$ cat config.mk
export PLATFORM = sky130hd
export DESIGN_NAME = enemy_row_controller
export DESIGN_NICKNAME = d
export VERILOG_FILES = /design/src/rtl/enemy_row_controller.sv
export SDC_FILE = /design/constraint.sdc
export NUM_CORES = 1
export LEC_CHECK = 0
export ABC_AREA = 1
export BUFFER_PORTS_ARGS = -buffer_cell sky130_fd_sc_hd__buf_2
export CORE_ASPECT_RATIO = 0.9
export CORE_MARGIN = 2
export CORE_UTILIZATION = 51
export DETAILED_ROUTE_END_ITERATION = 16
export PLACE_DENSITY = 0.69
export SYNTH_ARGS = -nofsm -noshare
export SYNTH_HDL_FRONTEND = slang
export SYNTH_SLANG_ARGS = --single-unit
$ cat constraint.sdc
create_clock -name i_Clk -period 2.6 [get_ports i_Clk]
set_input_delay 0.52 -clock i_Clk [delete_from_list [all_inputs] [get_ports i_Clk]]
set_output_delay 0.52 -clock i_Clk [all_outputs]
set_load 0.02 [all_outputs]
$ cat src/rtl/enemy_row_controller.sv
// One enemy row: alive/dying/dead lifecycle, movement step divider and 4-phase
// sweep sequencing; the per-row move stage computes the next position externally.
module enemy_row_controller #(
  parameter logic [9:0]  NONE            = 10'h3FF,
  parameter logic [9:0]  START_X         = 10'd100,
  parameter logic [19:0] MOVE_DIV        = 20'd500000,
  parameter logic [5:0]  STEPS_PER_PHASE = 6'd32,
  parameter logic [19:0] DIE_CYCLES      = 20'd1000000
) (
  input  logic       i_Clk,
  input  logic       i_Rst_n,
  input  logic       i_Enable,
  input  logic       i_Hit,
  input  logic       i_Respawn,
  input  logic [9:0] i_NextHorizontalPosition,
  output logic       o_EnemyState,
  output logic [9:0] o_EnemyHorizontalPosition,
  output logic [1:0] o_PhaseState,
  output logic       o_MoveTick
);

  typedef enum logic [1:0] {
    ALIVE = 2'd0,
    DYING = 2'd1,
    DEAD  = 2'd2
  } state_e;

  localparam logic [19:0] DIV_LAST  = MOVE_DIV - 20'd1;
  localparam logic [5:0]  STEP_LAST = STEPS_PER_PHASE - 6'd1;
  localparam logic [19:0] DIE_LAST  = DIE_CYCLES - 20'd1;

  state_e      state_q, state_d;
  logic        alive_q, alive_d;
  logic [19:0] div_q, div_d;
  logic [5:0]  step_q, step_d;
  logic [1:0]  phase_q, phase_d;
  logic [19:0] die_q, die_d;
  logic [9:0]  pos_q, pos_d;
  logic        tick_q, tick_d;

  always_ff @(posedge i_Clk or negedge i_Rst_n) begin
    if (!i_Rst_n) begin
      state_q <= ALIVE;
      alive_q <= 1'b1;
      div_q   <= '0;
      step_q  <= '0;
      phase_q <= '0;
      die_q   <= '0;
      pos_q   <= START_X;
      tick_q  <= 1'b0;
    end else begin
      state_q <= state_d;
      alive_q <= alive_d;
      div_q   <= div_d;
      step_q  <= step_d;
      phase_q <= phase_d;
      die_q   <= die_d;
      pos_q   <= pos_d;
      tick_q  <= tick_d;
    end
  end

  always_comb begin
    state_d = state_q;
    div_d   = div_q;
    step_d  = step_q;
    phase_d = phase_q;
    die_d   = die_q;
    pos_d   = pos_q;
    tick_d  = 1'b0;
    case (state_q)
      ALIVE: begin
        // A kill freezes everything in place, even on the edge that would step.
        if (i_Hit) begin
          state_d = DYING;
          die_d   = '0;
        end else if (i_Enable) begin
          if (div_q == DIV_LAST) begin
            div_d  = '0;
            pos_d  = i_NextHorizontalPosition;
            tick_d = 1'b1;
            if (step_q == STEP_LAST) begin
              step_d  = '0;
              phase_d = phase_q + 2'd1;
            end else begin
              step_d = step_q + 6'd1;
            end
          end else begin
            div_d = div_q + 20'd1;
          end
        end
      end
      DYING: begin
        if (die_q == DIE_LAST) begin
          state_d = DEAD;
          pos_d   = NONE;
        end else begin
          die_d = die_q + 20'd1;
        end
      end
      DEAD: begin
        if (i_Respawn) begin
          state_d = ALIVE;
          pos_d   = START_X;
          phase_d = '0;
          div_d   = '0;
          step_d  = '0;
          die_d   = '0;
        end
      end
      default: state_d = ALIVE;
    endcase
    alive_d = (state_d == ALIVE);
  end

  assign o_EnemyState              = alive_q;
  assign o_EnemyHorizontalPosition = pos_q;
  assign o_PhaseState              = phase_q;
  assign o_MoveTick                = tick_q;

endmodule

==> metrics.txt <==
fraction of layout cells with a size suffix above 1=14.5%; CORE AREA=0.00743 sq mm; maximum number of pins on one net before global-route repair=63; number of flops mapped to enable cells by yosys=0; drt drc=0; number of vias after detailed routing=3594; global-route wire length before repair=14600 um; Placed Instances=673; IO Count=29; final-layout worst hold slack=0.329 ns; critical path capture point type=register; relative contribution of the clock network to total power=37.4%; Worst Reg2Reg Path Length in Cells=9; post-CTS setup-driven buffer insertion count=0; count of cells resized by post-cts repair=0; Flop pwr share=50.4%; die area=0.00830 sq mm; total CTS buffers=9; net switching power=0.661 mW; most frequent cells after synthesis=nand2_1, nor2_1, dfrtp_1; post-synth cell types=35; largest family of logic cells by synthesized area=simple AND/OR/NAND/NOR gates; Synth top area share=37.5%; share of synthesized flip-flops with an asynchronous set or reset=100%; area overhead of the layout relative to synthesis=10.8%; CTS Root Cell=clkbuf_8; quantity of I/O buffers inserted on ports=28; row cnt=30; drt wl/cell=12.5 um; relative contribution of combinational cells to total power=12.2%; normalized max-slew margin=50.3%; Iter 0 DRT Violations=210; initial antenna violation count=0; fin cells=689; Layout Nets=610; synthesis warning total=0; endpoint of the worst register-to-register path=o_PhaseState[1]; depth of the CTS H-tree=3; largest buffer count on any clock path=2; outcome=finished, final reports clean; worst r2r src=state_q[0]; Post-DP HPWL=6210 um; sequential-to-total area share from yosys stat=40.2%; post-synthesis mux area share=0%; # clock sinks=62; launching element type of the critical path=register; Post-Synth Simple-Gate Area=40.1%; FILL cells=707; max_cap viols=0; Sw Share=29.4%; instance count of the mapped netlist=555; clock transition at the registers of the reported paths=0.07 ns; final hold violation count=0; placement-stage cell area=0.00410 sq mm; TritonCTS clock tree=yes; die outline height=86.6 um; data arrival time of the worst path=2.28 ns; critical path endpoint=o_PhaseState[1]; FF-to-FF setup slack=0.54 ns; overall routing resource usage=22.5%; share of the synthesized area in compound gates (AO/OA/AOI/OAI)=7.08%; adder-cell share of the synthesized area=2.26%; worst skew pair latency=0.35 ns; net count after synthesis=577; XOR/XNOR share of the synthesized area=2.49%; Inserted Diodes=0; WS Path Type=register to register; final worst path period need=2.06 ns; part of the cycle the worst path needs=79.1%; Max Fclk=487 MHz; synthesized flop and latch total=62; fin. max-slew vios=0; power per cell area=524 mW/mm^2; total overflow reported by the global router=0; final total power=2.25 mW; Via-to-Cell Ratio=5.22; initial cell density of the core=52.1%; most repeated cell in the gate-level netlist after synthesis=nand2_1; post-synth design cell area=0.00387 sq mm; maximum net fanout on the critical path=15; launching instance or port of the critical path=state_q[0]; internal power=1.59 mW; die width=95.8 um; sum of negative setup slack=0 ns; predominant post-synthesis flop cell=dfrtp_1; GP Congestion=0.911; RSZ-0062 raised after global routing=no; finished layout cell area=0.00429 sq mm; number of buffers inserted by hold repair at cts=0; transition at the pin with the smallest max-transition slack=0.745 ns; Detailed Route WL=8610 um; number of nets with antenna violations after routing=0; required time worst endpoint=2.82 ns; top area cells in the synthesized netlist=dfrtp_1, nand2_1, nor2_1, inv_1, nand3_1; vias in the first global route=3087; top cell type by total area after synthesis=dfrtp_1; Max VDD drop=0.326 mV; leak pwr=2.09 nW; Setup Viol. Count Final=0; Mean Syn Cell Area=6.97 sq um; Initial DRT Pass Iterations=5; class of the worst hold path=input pin to async pin; Post-Route Skew=0.0157 ns
-- placed cells by master (no fill, tap or decap), drive strengths merged --
cell / n
clkinvlp: 2
clkinv: 3
a21oi: 7
or2: 5
dfstp: 4
dfrtp: 58
o21ai: 34
clkbuf: 10
nand2: 186
o31ai: 1
nor3: 17
bufinv: 1
ha: 7
nor2: 82
inv: 62
xnor2: 2
o21a: 1
o21bai: 2
nand4: 17
and2: 1
a21o: 1
a31oi: 2
nand3: 45
buf: 33
xor2: 9
nor4: 1
-- sequential cells by signal, summed over array words and instances, names as in the netlist --
| register | count |
|---|---|
| die_q | 20 |
| o_EnemyHorizontalPosition | 10 |
| o_MoveTick | 1 |
| o_PhaseState | 2 |
| step_q | 6 |
| state_q | 2 |
| div_q | 20 |
| o_EnemyState | 1 |
-- area by class of cell --
| cell class | count | area [sq um] | share of cell area, % |
|---|---|---|---|
| well taps | 96 | 120 | 2.80 |
| repair buffers | 33 | 178 | 4.14 |
| inverters | 62 | 233 | 5.43 |
| clock buffers | 10 | 128 | 2.98 |
| clock inverters | 6 | 63.8 | 1.49 |
| flip-flops and latches | 62 | 1560 | 36.3 |
| multi-input cells | 420 | 2010 | 46.9 |
-- worst min path at each step --
stage	cells after the start	to
floorplan	0	die_q[0]
finish	2	div_q[6]
detailed placement	2	o_EnemyHorizontalPosition[9]
global route	2	div_q[19]
global placement	2	o_EnemyHorizontalPosition[4]
CTS	2	die_q[18]
-- power by group through the flow --
stage                     clock network [mW]  registers, mW  logic [mW]
after detailed placement                   0           1.15       0.277
final                                  0.841           1.13       0.273
after global placement                     0           1.15       0.265
after global routing                   0.909           1.14       0.318
after CTS                              0.859           1.13       0.277
after floorplan                            0           1.14       0.193
-- worst max-delay path: stages, from the launching register on --
cell and delay (ns):
dfrtp_1 0.37, inv_1 0.09, ha_1 0.29, inv_1 0.12, o21ai_1 0.09, nor2_2 0.39, buf_4 0.28, nand3_1 0.15
nand2_1 0.08, o21ai_0 0.07
-- logic make-up after synthesis --
family,after synthesis
DFF,62
adders and majority gates,7
AOI/OAI and AO/OA,48
and+or+nand+nor,354
xor gates and xnor gates,11
buffers and inverters,73
-- routing by layer --
metal  global-route usage, %  vias to the layer above  part of all wire (%)
li1                        -                     1842                     -
met1                    32.1                     1637                    48
met2                    33.5                      105                    45
met3                    6.00                       10                   5.8
met4                    6.75                        0                   1.4
met5                       0                        -                     0
-- through the flow --
step,setup slack (ns),utilization [%]
final,0.545,57.7
after detailed placement,0.573,55.1
after floorplan,0.974,-
after global placement,0.660,55.1
after CTS,0.551,57.7
after global routing,0.294,57.7
(Power assumes the default switching activity.)
